[src/rtl/sound_play_seq.sv]
// Playback sequencer: walks a sample ROM at a fixed tick rate and feeds samples to the PWM.
// Optional PAUSE_EN adds a pause_i level input that freezes the sample tick.
module sound_play_seq #(
    parameter int unsigned ADDR_W   = 16,
    parameter int unsigned DATA_W   = 32,
    parameter int unsigned TICK_DIV = 8,
    parameter int unsigned ROM_LAT  = 1
) (
    input  logic              clk,
    input  logic              rstn,
    input  logic              play_i,
    input  logic              stop_i,
    input  logic              loop_i,
`ifdef PAUSE_EN
    input  logic              pause_i,
`endif
    input  logic [ADDR_W-1:0] start_addr_i,
    input  logic [ADDR_W-1:0] len_i,
    output logic [ADDR_W-1:0] rom_addr_o,
    input  logic [DATA_W-1:0] rom_data_i,
    output logic [DATA_W-1:0] sample_o,
    output logic              sample_valid_o,
    output logic              aud_en_o,
    output logic              busy_o,
    output logic              done_o
);

    localparam int unsigned TickW  = (TICK_DIV > 1) ? $clog2(TICK_DIV) : 1;
    localparam int unsigned FetchW = (ROM_LAT > 0) ? $clog2(ROM_LAT + 1) : 1;
    localparam logic [TickW-1:0]  TickReload = TickW'(TICK_DIV - 1);
    localparam logic [FetchW-1:0] FetchInit  = FetchW'(ROM_LAT);

    typedef enum logic [1:0] {
        StIdle,
        StFetch,
        StReady,
        StDrain
    } state_e;

    state_e              state_q, state_d;
    logic [ADDR_W-1:0]   start_q, start_d;
    logic [ADDR_W-1:0]   len_q, len_d;
    logic [ADDR_W-1:0]   idx_q, idx_d;
    logic [ADDR_W-1:0]   rom_addr_q, rom_addr_d;
    logic [DATA_W-1:0]   next_q, next_d;
    logic [DATA_W-1:0]   sample_q, sample_d;
    logic                valid_q, valid_d;
    logic                aud_en_q, aud_en_d;
    logic                done_q, done_d;
    logic [TickW-1:0]    tick_cnt_q, tick_cnt_d;
    logic [FetchW-1:0]   fetch_cnt_q, fetch_cnt_d;

    logic paused;
    logic busy;
    logic tick;
    logic last_idx;

`ifdef PAUSE_EN
    assign paused = pause_i;
`else
    assign paused = 1'b0;
`endif

    assign busy     = (state_q != StIdle);
    assign tick     = (tick_cnt_q == '0) && !paused;
    assign last_idx = (idx_q == len_q - ADDR_W'(1));

    always_ff @(posedge clk or negedge rstn) begin
        if (!rstn) begin
            state_q     <= StIdle;
            start_q     <= '0;
            len_q       <= '0;
            idx_q       <= '0;
            rom_addr_q  <= '0;
            next_q      <= '0;
            sample_q    <= '0;
            valid_q     <= 1'b0;
            aud_en_q    <= 1'b0;
            done_q      <= 1'b0;
            tick_cnt_q  <= '0;
            fetch_cnt_q <= '0;
        end else begin
            state_q     <= state_d;
            start_q     <= start_d;
            len_q       <= len_d;
            idx_q       <= idx_d;
            rom_addr_q  <= rom_addr_d;
            next_q      <= next_d;
            sample_q    <= sample_d;
            valid_q     <= valid_d;
            aud_en_q    <= aud_en_d;
            done_q      <= done_d;
            tick_cnt_q  <= tick_cnt_d;
            fetch_cnt_q <= fetch_cnt_d;
        end
    end

    always_comb begin
        state_d     = state_q;
        start_d     = start_q;
        len_d       = len_q;
        idx_d       = idx_q;
        rom_addr_d  = rom_addr_q;
        next_d      = next_q;
        sample_d    = sample_q;
        valid_d     = 1'b0;
        aud_en_d    = aud_en_q;
        done_d      = 1'b0;
        tick_cnt_d  = tick_cnt_q;
        fetch_cnt_d = fetch_cnt_q;

        // Free-running sample pacing; frozen only by pause.
        if (busy && !paused) begin
            tick_cnt_d = (tick_cnt_q == '0) ? TickReload : tick_cnt_q - TickW'(1);
        end

        unique case (state_q)
            StIdle: begin
                if (play_i && (len_i != '0)) begin
                    start_d     = start_addr_i;
                    len_d       = len_i;
                    idx_d       = '0;
                    rom_addr_d  = start_addr_i;
                    tick_cnt_d  = TickReload;
                    fetch_cnt_d = FetchInit;
                    state_d     = StFetch;
                end
            end
            StFetch: begin
                if (fetch_cnt_q == '0) begin
                    next_d  = rom_data_i;
                    state_d = StReady;
                end else begin
                    fetch_cnt_d = fetch_cnt_q - FetchW'(1);
                end
            end
            StReady: begin
                if (tick) begin
                    sample_d = next_q;
                    valid_d  = 1'b1;
                    aud_en_d = 1'b1;
                    if (!last_idx) begin
                        idx_d       = idx_q + ADDR_W'(1);
                        rom_addr_d  = rom_addr_q + ADDR_W'(1);
                        fetch_cnt_d = FetchInit;
                        state_d     = StFetch;
                    end else if (loop_i) begin
                        idx_d       = '0;
                        rom_addr_d  = start_q;
                        fetch_cnt_d = FetchInit;
                        state_d     = StFetch;
                    end else begin
                        state_d = StDrain;
                    end
                end
            end
            StDrain: begin
                if (tick) begin
                    done_d   = 1'b1;
                    aud_en_d = 1'b0;
                    sample_d = '0;
                    state_d  = StIdle;
                end
            end
            default: state_d = StIdle;
        endcase

        // Abort overrides any tick or loop decision taken above.
        if (stop_i && busy) begin
            state_d  = StIdle;
            aud_en_d = 1'b0;
            sample_d = '0;
            valid_d  = 1'b0;
            done_d   = 1'b0;
        end
    end

    assign rom_addr_o     = rom_addr_q;
    assign sample_o       = sample_q;
    assign sample_valid_o = valid_q;
    assign aud_en_o       = aud_en_q;
    assign busy_o         = busy;
    assign done_o         = done_q;

endmodule

[config.mk]
export PLATFORM = sky130hd
export DESIGN_NAME = sound_play_seq
export DESIGN_NICKNAME = d
export VERILOG_FILES = /design/src/rtl/sound_play_seq.sv
export SDC_FILE = /design/constraint.sdc
export NUM_CORES = 1
export LEC_CHECK = 0
export ABC_AREA = 0
export CAP_MARGIN = 10
export CORE_ASPECT_RATIO = 0.9
export CORE_UTILIZATION = 50
export CTS_CLUSTER_SIZE = 14
export DETAILED_ROUTE_END_ITERATION = 10
export PLACE_DENSITY = 0.77
export SLEW_MARGIN = 20
export SYNTH_ARGS = -nofsm -noshare
export SYNTH_HDL_FRONTEND = slang
export SYNTH_SLANG_ARGS = --single-unit
[constraint.sdc]
create_clock -name clk -period 4.2 [get_ports clk]
set_clock_uncertainty 0.05 [all_clocks]
set_input_delay 0.42 -clock clk [delete_from_list [all_inputs] [get_ports clk]]
set_output_delay 0.42 -clock clk [all_outputs]
set_load 0.1 [all_outputs]
==> results.py, run 1 <==
metrics = {
    "outcome": {
        "outcome": "completed",
    },
    "floorplan": {
        "die_h_um": 110.7,
        "coreArea_sq_mm": 0.01274,
        "fp.dieArea_sq_mm": 0.01360,
        "initial_core_util_pct": 51.58,
        "fp.dieW_um": 122.8,
        "std_cell_rows": 39,
        "ioPinCount": 121,
    },
    "sta": {
        "timing.final.crit_share_pct": 88.14,
        "tns_ns": 0,
        "worst_hold_margin_ns": 0.09386,
        "final_period_minus_worst_setup_slack_ns": 3.702,
        "finalHoldViolCount": 0,
        "rsz0062_at_grt": "no",
        "report.final.setup_viol": 0,
        "timing_worst_slew_pin_value_ns": 1.016,
        "report.final.slew_viol_count": 0,
        "timing.slew.headroom_pct": 32.06,
        "timing.fmax_mhz": 270.1,
    },
    "logic_synthesis": {
        "syn_avg_cell_area_sq_um": 10.36,
        "yosys.cell_count.top_type": "sky130_fd_sc_hd__dfrtp_1",
        "ys_warn_count": 0,
        "yosysUniqueCellTypes": 57,
        "post_syn_nets": 708,
        "synth.cells.most_frequent": "sky130_fd_sc_hd__dfrtp_1 (137), sky130_fd_sc_hd__nand2_1 (113), sky130_fd_sc_hd__a22o_1 (44)",
        "syn_inst": 634,
        "synth-edff-count": 0,
        "synthArstFlopShare_pct": 100.0,
        "synthDominantAreaCellType": "sky130_fd_sc_hd__dfrtp_1",
        "synth.ff_latch_count": 137,
        "synth-main-ff-cell": "sky130_fd_sc_hd__dfrtp_1",
        "synth.top_cell.area_share_pct": 52.19,
        "ys_seq_area_share_pct": 52.19,
        "synth_area_sq_mm": 0.006569,
        "yosys-top-cells-area": "sky130_fd_sc_hd__dfrtp_1 (52%), sky130_fd_sc_hd__nand2_1 (6.5%), sky130_fd_sc_hd__mux2_2 (6.0%)",
    },
    "placed_design": {
        "place_inst": 892,
        "place.gp.congestion": 0.8690,
        "place.detailed.hpwl_um": 11560,
        "numPortBuffers": 120,
    },
    "flow_run": {
        "maxCapViolations": 0,
    },
    "finish": {
        "fill_cells": 967,
        "layout.core_utilization_pct": 66.53,
        "antennaDiodeCount": 0,
        "areaGrowthSynthToFinish_pct": 28.99,
        "layout_cell_share_with_drive_strength_beyond_1_pct": 12.24,
        "final_cells": 924,
        "final_nets": 821,
    },
    "global_route": {
        "antenna_found_initial": 0,
        "grt.overflow.total": 0,
        "grt_first_pass_wirelength_um": 27690,
        "gr-usage-all-layers_pct": 26.21,
        "vias_in_the_first_global_route": 5522,
        "largest_net_degree_at_the_start_of_global_routing": 75,
    },
    "power": {
        "leakagePower_uw": 0.003770,
        "vdd.ir_drop.worst_mv": 0.4732,
        "p_per_cell_area_mw_per_mm2": 734.8,
    },
    "routing": {
        "vias_per_cell": 5.883,
        "post_drt_wl_per_cell_um": 18.16,
        "drc": 0,
        "drt_pre_antenna_iters": 5,
        "drt-total-wl_um": 16780,
        "ant_nets": 0,
        "drt_iter0_drc": 338,
        "route.vias.total": 5436,
    },
    "critical_path": {
        "worst_r2r_path_depth": 10,
        "timing.setup.critical_path_class": "register to register",
        "worstPathArrival_ns": 3.99,
        "timing.critical_path.from_type": "register",
        "cp_max_fo": 25,
        "worst_ep_required_time_ns": 4.49,
        "endpoint_kind": "register",
    },
    "cts": {
        "clk_latency_ns": 0.41,
        "cts_htree_levels": 4,
        "postCtsSetupRepairBufs": 0,
        "cts_buffer_depth": 2,
        "postCtsHoldBufs": 0,
        "cts_tree": "done",
        "postCtsResizedCells": 0,
        "clk_pin_slew_ns": 0.06,
        "cts_inserted_buffers": 17,
        "clkSinkCount": 137,
        "cts-root-buf": "sky130_fd_sc_hd__clkbuf_16",
    },
    "min_path": {
        "kind_of_path_behind_the_tightest_hold_check": "input pin to asynchronous set/reset pin",
    },
}
==> power by group <==
part           switching [uW]  total [uW]  leakage [uW]  internal [uW]
clock network             616        1510      0.000290            893
registers                 445        2200       0.00175           1750
logic                    1600        2520       0.00173            920
==> flip-flops by register name, summed over array words and instances, names as in the netlist, 2 cells and up <==
signal and count:
idx_q 16, len_q 16, next_q 32, rom_addr_o 16, sample_o 32, start_q 16, state_q 2, tick_cnt_q 3
==> worst max-delay path, cell delays in order, from the launching register on <==
cell and delay (ns):
sky130_fd_sc_hd__dfrtp_1 0.41, sky130_fd_sc_hd__inv_1 0.10, sky130_fd_sc_hd__ha_1 0.34, sky130_fd_sc_hd__or4b_2 0.64, sky130_fd_sc_hd__o21a_1 0.20, sky130_fd_sc_hd__o2111a_1 0.25, sky130_fd_sc_hd__and4_1 0.20, sky130_fd_sc_hd__nand4b_4 0.31
sky130_fd_sc_hd__nand2_1 0.23, sky130_fd_sc_hd__nor2_1 0.66, sky130_fd_sc_hd__a22o_1 0.24
==> through the flow <==
stage | total power (uW) | area [sq um] | setup WS (ns)
floorplan | 4034 | 6569 | 1.151
global placement | 4610 | 7883 | 0.6496
detailed placement | 4712 | 7883 | 0.5130
CTS | 6239 | 8473 | 0.4924
global route | 6574 | 8473 | 0.2575
finish | 6226 | 8473 | 0.4980
==> kinds of logic (layout without fill, tap and decap cells) <==
kind of cell | Yosys count | count (layout) | share of synthesized area, %
XOR/XNOR | 25 | 25 | 3.333
buffers and inverters | 50 | 176 | 3.486
AO/OA/AOI/OAI | 145 | 145 | 16.10
AND/OR/NAND/NOR | 228 | 228 | 16.57
flip-flops | 137 | 137 | 52.19
adder cells (fa/ha/maj) | 5 | 5 | 0.9524
multiplexers | 44 | 44 | 7.372
==> final cells by class <==
type | instances | area [sq um] | area share (%)
sequential | 137 | 3428 | 40.46
multi-input combinational | 447 | 2927 | 34.54
timing repair buffer | 129 | 1266 | 14.94
clock buffer | 18 | 429.2 | 5.065
tap | 164 | 205.2 | 2.422
clock inverter | 14 | 161.4 | 1.905
inverter | 15 | 56.30 | 0.6645
==> final timing paths <==
check                                       start                       end  slack [ns]
setup / recovery             len_q[0]$_DFFE_PN0P_     idx_q[15]$_DFFE_PN0P_        0.50
hold / removal                               rstn     len_q[15]$_DFFE_PN0P_        0.09
setup reg to reg             len_q[0]$_DFFE_PN0P_     idx_q[15]$_DFFE_PN0P_        0.50
hold reg to reg            start_q[5]$_DFFE_PN0P_    start_q[5]$_DFFE_PN0P_        0.43
max in group asynchronous                    rstn  sample_o[14]$_DFFE_PN0P_        2.98
min in group clk           start_q[5]$_DFFE_PN0P_    start_q[5]$_DFFE_PN0P_        0.43
==> metal layers <==
layer	global-route usage (%)	vias up	share of wire (%)
met3	7.510	32	6.1
met5	0	-	0
met2	40.56	181	47
met1	35.50	2725	45
li1	-	2498	-
met4	8.049	0	1.8
==> layout by cell type (no fill, tap or decap), types with 11 or more instances in the layout <==
master and instances:
sky130_fd_sc_hd__dfrtp_1 137, sky130_fd_sc_hd__xnor2_1 18, sky130_fd_sc_hd__nand3_1 16, sky130_fd_sc_hd__nor4_1 11, sky130_fd_sc_hd__clkbuf_16 17, sky130_fd_sc_hd__clkdlybuf4s50_1 119, sky130_fd_sc_hd__nor2_1 33, sky130_fd_sc_hd__nand2_1 113
sky130_fd_sc_hd__a22o_1 44, sky130_fd_sc_hd__inv_1 14, sky130_fd_sc_hd__mux2_2 35, sky130_fd_sc_hd__o21ai_0 35
Power figures use the tool's default switching activity.
==> run 2, diff against run 1 <==
Settings changed: CORE_MARGIN from default to 1.5, SETUP_SLACK_MARGIN from default to 0.15.
==> run 2 against run 1 <==
Power down 0.17%. Sequential cell count unchanged. Design area up 0.31%. Largest power group unchanged. Highest routed layer unchanged. Sequential power about the same. Hold slack better by 0.33 ns.
==> results.py, run 2 (synthesis gave the netlist of run 1 again) <==
metrics = {
    "critical_path": {
        "critical_path.slowest_cell": "sky130_fd_sc_hd__nor2_1",
        "regToRegEndpoint": "idx_q[2]$_DFFE_PN0P_",
        "worst_ep_required_time_ns": 4.50,
        "endpoint_kind": "register",
        "worst_path_cell_chain": "inv_1 -> ha_1 -> or4b_2 -> o21a_1 -> o2111a_1 -> and4_1 -> nand4b_4 -> nand2_1 -> nor2_1 -> a22o_1",
        "reg2reg_slack_ns": 0.58,
        "worstPathArrival_ns": 3.92,
        "timing.rr.start": "len_q[0]$_DFFE_PN0P_",
        "cpPeakStageDelay_ns": 0.64,
        "worst_r2r_path_depth": 10,
        "timing.critical_path.from_type": "register",
        "worstSetupStartpoint": "len_q[0]$_DFFE_PN0P_",
        "cp_max_fo": 25,
        "timing.setup.critical_path_class": "register to register",
    },
    "floorplan": {
        "ioPinCount": 121,
        "coreArea_sq_mm": 0.01274,
        "die_h_um": 111.7,
        "fp.dieArea_sq_mm": 0.01384,
        "fp.dieW_um": 123.8,
        "std_cell_rows": 39,
        "initial_core_util_pct": 51.58,
    },
    "cts": {
        "postCtsSetupRepairBufs": 0,
        "cts_tree": "done",
        "postCtsHoldBufs": 1,
        "cts_inserted_buffers": 17,
        "cts_buffer_depth": 2,
        "postCtsResizedCells": 0,
        "clkSinkCount": 137,
        "cts_htree_levels": 4,
        "clk_pin_slew_ns": 0.06,
        "cts-root-buf": "sky130_fd_sc_hd__clkbuf_16",
        "clk_latency_ns": 0.42,
    },
    "min_path": {
        "holdPathEnd": "start_q[15]$_DFFE_PN0P_",
        "min_delay_path_depth": 2,
        "holdCritStartpoint": "start_q[15]$_DFFE_PN0P_",
        "kind_of_path_behind_the_tightest_hold_check": "register to register",
    },
    "power": {
        "p_per_cell_area_mw_per_mm2": 731.3,
        "vdd.ir_drop.worst_mv": 0.5928,
        "post_layout_total_power_uw": 6216,
        "leakagePower_uw": 0.003778,
    },
    "placed_design": {
        "place.gp.congestion": 0.9257,
        "numPortBuffers": 120,
        "placement.setup.worst_slack_ns": 0.6118,
        "place.detailed.hpwl_um": 11790,
    },
    "finish": {
        "antennaDiodeCount": 0,
        "final_nets": 822,
        "layout_cell_share_with_drive_strength_beyond_1_pct": 12.09,
        "most_common_library_cell_in_the_layout_ignoring_fill_and_taps": "sky130_fd_sc_hd__dfrtp_1",
        "areaGrowthSynthToFinish_pct": 29.39,
        "leading_cell_types_in_the_layout_fill_and_taps_excluded": "sky130_fd_sc_hd__dfrtp_1 (137), sky130_fd_sc_hd__clkdlybuf4s50_1 (119), sky130_fd_sc_hd__nand2_1 (113)",
    },
    "global_route": {
        "grt_first_pass_wirelength_um": 28200,
        "gr-usage-all-layers_pct": 26.38,
        "largest_net_degree_at_the_start_of_global_routing": 94,
        "vias_in_the_first_global_route": 5701,
        "grt.overflow.total": 0,
        "antenna_found_initial": 0,
    },
    "routing": {
        "vias_per_cell": 5.804,
        "drc": 0,
        "drt_pre_antenna_iters": 5,
        "route.vias.total": 5369,
        "ant_nets": 0,
        "drt-total-wl_um": 17100,
        "drt_iter0_drc": 424,
        "post_drt_wl_per_cell_um": 18.49,
    },
    "sta": {
        "tns_ns": 0,
        "timing.slew.headroom_pct": 31.23,
        "report.final.slew_viol_count": 0,
        "report.final.setup_viol": 0,
        "rsz0062_at_grt": "no",
        "worst_slack_ns": 0.5772,
        "timing.fmax_mhz": 276.0,
        "timing_worst_slew_pin_value_ns": 1.028,
        "finalHoldViolCount": 0,
        "final_period_minus_worst_setup_slack_ns": 3.623,
        "timing.final.crit_share_pct": 86.26,
    },
    "outcome": {
        "outcome": "completed",
    },
    "flow_run": {
        "maxCapViolations": 0,
    },
}
-- run 2: cell types whose count changed in the layout (fill, tap and decap cells not counted), moves of 2 or more --
| cell | previous run | this run |
|---|---|---|
| sky130_fd_sc_hd__inv_6 | 6 | 4 |
| sky130_fd_sc_hd__clkbuf_8 | 0 | 2 |
| sky130_fd_sc_hd__clkinv_4 | 1 | 3 |
| sky130_fd_sc_hd__inv_8 | 2 | 0 |
-- run 2: cell type report --
class                           instances  area [sq um]
Multi-Input combinational cell        447          2927
Clock buffer                           21         460.4
Sequential cell                       137          3428
Timing Repair Buffer                  130          1289
Fill cell                             963          4237
Clock inverter                         11         133.9
Inverter                               15         56.30
Tap cell                              164         205.2
-- run 2: how the worst max path moves through the flow --
| stage | cells after the start | endpoint |
|---|---|---|
| global placement | 10 | idx_q[15]$_DFFE_PN0P_ |
| global route | 10 | idx_q[1]$_DFFE_PN0P_ |
| finish | 10 | idx_q[2]$_DFFE_PN0P_ |
| CTS | 10 | idx_q[1]$_DFFE_PN0P_ |
| floorplan | 12 | idx_q[7]$_DFFE_PN0P_ |
| detailed placement | 10 | idx_q[2]$_DFFE_PN0P_ |
-- run 2: metal layers --
layer / vias to the layer above / global-route usage, % / routed length (um)
met2: 165 / 41.73 / 8179
met3: 28 / 8.811 / 1204
li1: 2504 / - / -
met1: 2672 / 34.02 / 7278
met4: 0 / 8.966 / 440
met5: - / 0 / 0
-- run 2: report_power, final --
part / internal (uW) / switching [uW] / total, uW
logic: 923 / 1620 / 2540
registers: 1750 / 428 / 2180
clock network: 915 / 580 / 1500
-- run 2: through the flow --
stage / hold WS, ns / utilization (%) / instances / instance area, sq um
after floorplan: 0.07441 / - / 634 / 6569
after global placement: 0.4037 / 61.99 / 892 / 7895
after detailed placement: 0.4141 / 61.99 / 892 / 7895
after CTS: 0.4295 / 66.74 / 925 / 8499
after global routing: 0.4579 / 66.74 / 925 / 8499
final: 0.4216 / 66.74 / 925 / 8499
-- run 2: critical path: cells and delay by family, from the launching register on --
| family | cells | cell delay, ns |
|---|---|---|
| compound gates | 3 | 0.67 |
| flops | 1 | 0.41 |
| fa+ha+maj | 1 | 0.33 |
| buf+inv | 1 | 0.08 |
| simple gates | 5 | 1.99 |
